`config.mk`:
```
export PLATFORM = sky130hd
export DESIGN_NAME = regfile_4x24
export DESIGN_NICKNAME = d
export VERILOG_FILES = /design/src/rtl/regfile_4x24_pkg.sv /design/src/rtl/regfile_4x24_read_port.sv /design/src/rtl/regfile_4x24.sv
export SDC_FILE = /design/constraint.sdc
export NUM_CORES = 1
export LEC_CHECK = 0
export CORE_ASPECT_RATIO = 0.8
export CORE_MARGIN = 1.5
export CORE_UTILIZATION = 55
export CTS_CLUSTER_DIAMETER = 100
export DETAILED_ROUTE_END_ITERATION = 10
export GPL_TIMING_DRIVEN = 0
export PLACE_DENSITY_LB_ADDON = 0.12
export SLEW_MARGIN = 20
export SYNTH_ARGS = -nofsm -noshare
export SYNTH_HDL_FRONTEND = slang
export SYNTH_SLANG_ARGS = --single-unit
export TNS_END_PERCENT = 100
```
`constraint.sdc`:
```
create_clock -name Clock -period 3.84 [get_ports Clock]
set_input_delay 0.576 -clock Clock [delete_from_list [all_inputs] [get_ports Clock]]
set_output_delay 0.576 -clock Clock [all_outputs]
set_load 0.01 [all_outputs]
```
`src/rtl/regfile_4x24_pkg.sv`:
```
// Shared CPU package: register-file geometry, write-back/opcode encodings
// and the saturating-counter helper used by the register file.
package regfile_4x24_pkg;

  localparam int RF_WIDTH = 24;
  localparam int RF_NREG  = 4;
  localparam int RF_AW    = 2;
  localparam int RF_CNT_W = 16;

  // Write-back 4:1 source selector feeding WriteData
  typedef enum logic [1:0] {
    WB_ALU = 2'd0,
    WB_MEM = 2'd1,
    WB_PC4 = 2'd2,
    WB_IMM = 2'd3
  } wb_sel_e;

  // Top-level opcode encodings of the small CPU
  typedef enum logic [3:0] {
    OP_ADD  = 4'd0,
    OP_SUB  = 4'd1,
    OP_AND  = 4'd2,
    OP_OR   = 4'd3,
    OP_LD   = 4'd4,
    OP_ST   = 4'd5,
    OP_BEQ  = 4'd6,
    OP_JAL  = 4'd7,
    OP_LI   = 4'd8,
    OP_NOP  = 4'd15
  } opcode_e;

  // Increment that sticks at all-ones instead of wrapping
  function automatic logic [RF_CNT_W-1:0] sat_inc16(input logic [RF_CNT_W-1:0] v);
    if (v == 16'hFFFF) begin
      return v;
    end else begin
      return v + 16'd1;
    end
  endfunction

endpackage

```
`src/rtl/regfile_4x24_read_port.sv`:
```
// Combinational read port: address decode, same-cycle write bypass and
// register-0 masking. Out-of-range addresses read as zero.
module regfile_read_port
  import regfile_4x24_pkg::*;
#(
  parameter int WIDTH   = RF_WIDTH,
  parameter int NREG    = RF_NREG,
  parameter int BYPASS  = 1,
  parameter int ZERO_R0 = 0
) (
  input  logic [WIDTH-1:0] regs [NREG],
  input  logic [RF_AW-1:0] raddr,
  input  logic             wen,
  input  logic [RF_AW-1:0] waddr,
  input  logic [WIDTH-1:0] wdata,
  output logic [WIDTH-1:0] rdata
);

  logic             in_range_s;
  logic             zero_hit_s;
  logic             bypass_hit_s;
  logic [WIDTH-1:0] stored_s;

  // Select stored value, then apply zero masking and bypass priority
  always_comb begin
    in_range_s = 1'b0;
    stored_s   = '0;
    for (int i = 0; i < NREG; i++) begin
      in_range_s = in_range_s | (raddr == RF_AW'(i));
      stored_s   = (raddr == RF_AW'(i)) ? regs[i] : stored_s;
    end
    zero_hit_s   = (ZERO_R0 != 0) && (raddr == '0);
    bypass_hit_s = (BYPASS != 0) && wen && (raddr == waddr);
    if (!in_range_s || zero_hit_s) begin
      rdata = '0;
    end else if (bypass_hit_s) begin
      rdata = wdata;
    end else begin
      rdata = stored_s;
    end
  end

endmodule

```
`src/rtl/regfile_4x24.sv`:
```
// Flip-flop register file with two combinational read ports, a registered
// debug observation port and a saturating count of performed writes.
module regfile_4x24
  import regfile_4x24_pkg::*;
#(
  parameter int WIDTH   = RF_WIDTH,
  parameter int NREG    = RF_NREG,
  parameter int BYPASS  = 1,
  parameter int ZERO_R0 = 0
) (
  input  logic                Clock,
  input  logic                Reset,
  input  logic                RegWrite,
  input  logic [RF_AW-1:0]    WriteAddr,
  input  logic [WIDTH-1:0]    WriteData,
  input  logic [RF_AW-1:0]    ReadAddrA,
  input  logic [RF_AW-1:0]    ReadAddrB,
  output logic [WIDTH-1:0]    ReadDataA,
  output logic [WIDTH-1:0]    ReadDataB,
  input  logic [RF_AW-1:0]    DebugAddr,
  output logic [WIDTH-1:0]    DebugData,
  output logic [RF_CNT_W-1:0] WriteCount
);

  logic [WIDTH-1:0]    regs_r [NREG];
  logic [WIDTH-1:0]    debug_r;
  logic [RF_CNT_W-1:0] count_r;

  logic                waddr_ok_s;
  logic                write_ok_s;
  logic [WIDTH-1:0]    debug_next_s;

  // Decide whether this edge really writes, and what the debug port will hold after it
  always_comb begin
    waddr_ok_s   = 1'b0;
    debug_next_s = '0;
    for (int i = 0; i < NREG; i++) begin
      waddr_ok_s   = waddr_ok_s | (WriteAddr == RF_AW'(i));
      debug_next_s = (DebugAddr == RF_AW'(i)) ? regs_r[i] : debug_next_s;
    end
    write_ok_s = RegWrite && waddr_ok_s && !((ZERO_R0 != 0) && (WriteAddr == '0));
    if (write_ok_s && (WriteAddr == DebugAddr)) begin
      debug_next_s = WriteData;
    end else begin
      debug_next_s = debug_next_s;
    end
  end

  // Register storage, debug snapshot and write counter; reset wins over writes
  always_ff @(posedge Clock) begin
    if (Reset) begin
      for (int i = 0; i < NREG; i++) begin
        regs_r[i] <= '0;
      end
      debug_r <= '0;
      count_r <= '0;
    end else begin
      for (int i = 0; i < NREG; i++) begin
        if (write_ok_s && (WriteAddr == RF_AW'(i))) begin
          regs_r[i] <= WriteData;
        end
      end
      debug_r <= debug_next_s;
      if (write_ok_s) begin
        count_r <= sat_inc16(count_r);
      end
    end
  end

  assign DebugData  = debug_r;
  assign WriteCount = count_r;

  regfile_read_port #(
    .WIDTH(WIDTH), .NREG(NREG), .BYPASS(BYPASS), .ZERO_R0(ZERO_R0)
  ) u_rd_a (
    .regs (regs_r),
    .raddr(ReadAddrA),
    .wen  (RegWrite),
    .waddr(WriteAddr),
    .wdata(WriteData),
    .rdata(ReadDataA)
  );

  regfile_read_port #(
    .WIDTH(WIDTH), .NREG(NREG), .BYPASS(BYPASS), .ZERO_R0(ZERO_R0)
  ) u_rd_b (
    .regs (regs_r),
    .raddr(ReadAddrB),
    .wen  (RegWrite),
    .waddr(WriteAddr),
    .wdata(WriteData),
    .rdata(ReadDataB)
  );

endmodule

```
==> results.txt <==
Cell area after synthesis -> 0.00736 mm^2
Critical path's most frequent cell -> clkdlybuf4s50_1
Remaining DRCs -> 1
EDFF count, synth -> 0
Grt met2 use -> 55.2%
Critical Path AT -> 3010 ps
Endpoints failing setup -> 0
Area taken by multi-input logic gates -> 0.00429 mm^2
Most common library cells after synthesis -> 248 x nand2_1, 136 x dfxtp_1, 131 x a21oi_1, 72 x mux4_2, 43 x mux2_2
Die area -> 0.0141 mm^2
Count leader, synth -> nand2_1
Initial antenna violation count -> 0
Critical path's top delay family -> buffers and inverters
Setup TNS -> 0 ps
Vias per cell -> 6.25
Max Cap Viol -> 0
Die X -> 132 um
Crit-path max FO -> 10
Post-Synth Adder-Cell Area -> 0.170%
First drt pass iteration count -> 10
FF+latch area -> 0.00272 mm^2
DP Cell Count -> 1069
Area share of the largest cell type after synthesis -> 37.0%
Worst-path cell chain -> clkdlybuf4s50_1, buf_2, nand3_1, buf_4, mux2_1, clkdlybuf4s50_1
Finished Layout Cells -> 1100
Final wirelength -> 22900 um
Clock sink count -> 136
Core Area -> 0.0130 mm^2
CP max stage delay -> 620 ps
GRT Overall Usage -> 33.0%
CP Class -> in2out
Yosys warns -> 0
Row count -> 37
Area contributors post-synth -> dfxtp_1 37%, mux4_2 22%, nand2_1 13%
Met3 Use GR -> 8.25%
Startpoint Class -> input pin
Final core occ -> 72.1%
PwrDens -> 406 mW/mm^2
Failing checks -> design-rule violations
RSZ-0062 raised after global routing -> false
Syn Inst Count -> 779
Worst vdd ir -> 0.338 mV
Required time worst endpoint -> 3260 ps
Synth Area in Simple Gates -> 17.4%
Largest net degree at the start of global routing -> 17
Mean post-synth cell area -> 9.45 um^2
Worst Skew -> 9.81 ps
Met1 Use GR -> 39.9%
Post-detail-place hpwl -> 15400 um
Die Ht -> 106 um
Worst setup EP type -> output port
Post-CTS setup buffers -> 0
Number of global-route vias before repair -> 6851
First-pass GRT wire length -> 35500 um
Cts repair resizes -> 0
Synthesized Nets -> 815
Crit path time final -> 3590 ps
Filler cells -> 900
CTS buffer count -> 17
Initial Util -> 56.8%
Area Overhead vs Synth -> 27.0%
Post-Synth XOR/XNOR Area -> 0.714%
CTS Hold Bufs -> 0
Maximum level of the CTS H-tree -> 4
#FFs+latches synth -> 136
Largest family of logic cells by synthesized area -> multiplexers
Clk pin slew, worst setup/hold paths -> 60 ps
Clock Latency Late Sink -> 430 ps
Outcome -> finished with violations
Slowest cell on crit path -> clkdlybuf4s50_1
Post-synth top area cell -> dfxtp_1
Hold Fails Final Rpt -> 0
DRT iter0 DRCs -> 910
Max frequency -> 279 MHz
Antenna Nets Post-Route -> 0
Clock root buffer -> clkbuf_16
WP buf/inv -> 4
Yosys cell types -> 40
Worst min path class -> reg2reg
# nets final -> 949
Most Crowded Layer GR -> met2
Max_slew headroom -> 52.8%
Synth Area in Compound Gates -> 10.0%
Avg WL per Cell -> 20.8 um
Layout cells sized above 1 -> 20.0%
IO buf count -> 115
Mux cell area share after synthesis -> 29.9%
CTS tree -> done
Worst Max-Slew Pin Slew -> 708 ps
Top_reg_cell synth -> dfxtp_1
# diodes -> 0
Grt ovf -> 0
I/O pin cnt -> 123
Final Max Slew Viols -> 0
Via Count -> 6873
Tcrit/Tclk final -> 93.5%
GPL Wtd Cong -> 0.913
LEAKAGE -> 3.28 nW
Register area share after synthesis -> 37.0%
Synth async-reset ratio -> 0%
CTS Buffer Depth -> 2
[registers in the layout (all words and copies together) (netlist names)]
| name | flops |
|---|---|
| WriteCount | 16 |
| regs_r | 96 |
| DebugData | 24 |
[placed cells by master (no fill, tap or decap), drive strengths merged]
cell	instances
a21oi	131
dfxtp	136
or3b	1
clkdlybuf4s50	115
nor2	6
mux4	72
nand3	7
mux2i	2
and3	3
and4	6
nor2b	3
clkinvlp	3
a311oi	1
nand4b	2
nand2	248
o41ai	1
mux2	50
o311ai	1
o31ai	1
ha	1
o21ai	8
bufinv	4
a211oi	1
clkinv	4
nor4	1
clkbuf	48
or2	1
xnor2	6
or4	1
inv	4
and3b	1
nor3	2
buf	37
nand3b	1
nand4	8
or3	7
nor3b	1
[worst register-to-register path, cell delays in order, from the launching register on]
cell and delay [ps]:
dfxtp_1 440, ha_1 280, and4_1 320, nand2_1 150, nor3_1 290, mux2_2 370
[layout make-up]
type | instances | share of cell area, %
clock inverters | 12 | 1.87
plain buffers | 66 | 3.64
well taps | 175 | 2.34
inverters | 3 | 0.120
multi-input cells | 574 | 45.9
flip-flops and latches | 136 | 29.1
repair buffers | 115 | 12.3
clock buffers | 19 | 4.74
[routing by layer]
metal	part of all wire (%)	up-vias
li1	-	3067
met1	37	3277
met2	50	453
met3	10	76
met4	2.9	0
met5	0	-
[logic make-up after synthesis]
logic type               count (synthesis)
buffers and inverters                   69
flip-flops                             136
multiplexers                           124
XOR/XNOR                                 6
AO/OA/AOI/OAI                          144
adder cells (fa/ha/maj)                  1
AND/OR/NAND/NOR                        299
[per-stage QoR]
stage          power, mW  hold slack, ps  cell area [um^2]  setup slack [ps]
3_3_place_gp        2.06             459              8730               341
4_1_cts             3.79             479              9350               299
6_report            3.80             481              9350               249
5_1_grt             3.90             504              9350               161
2_1_floorplan       1.83             453              7360              1440
3_5_place_dp        2.08             471              8730               318
[path summary, 6_finish.rpt]
kind / from / endpoint / slack [ps] / cells past startpoint
setup / recovery: RegWrite / ReadDataA[5] / 250 / 6
hold / removal: regs_r[22] / regs_r[22] / 480 / 2
setup reg to reg: WriteCount[0] / WriteCount[14] / 1890 / 5
hold reg to reg: regs_r[22] / regs_r[22] / 480 / 2
[power breakdown]
part / internal (mW) / leakage, nW / switching [mW]
combinational: 0.273 / 1.88 / 0.287
clock: 1.10 / 0.295 / 0.644
sequential: 1.46 / 1.10 / 0.0381
(Power assumes the default switching activity.)
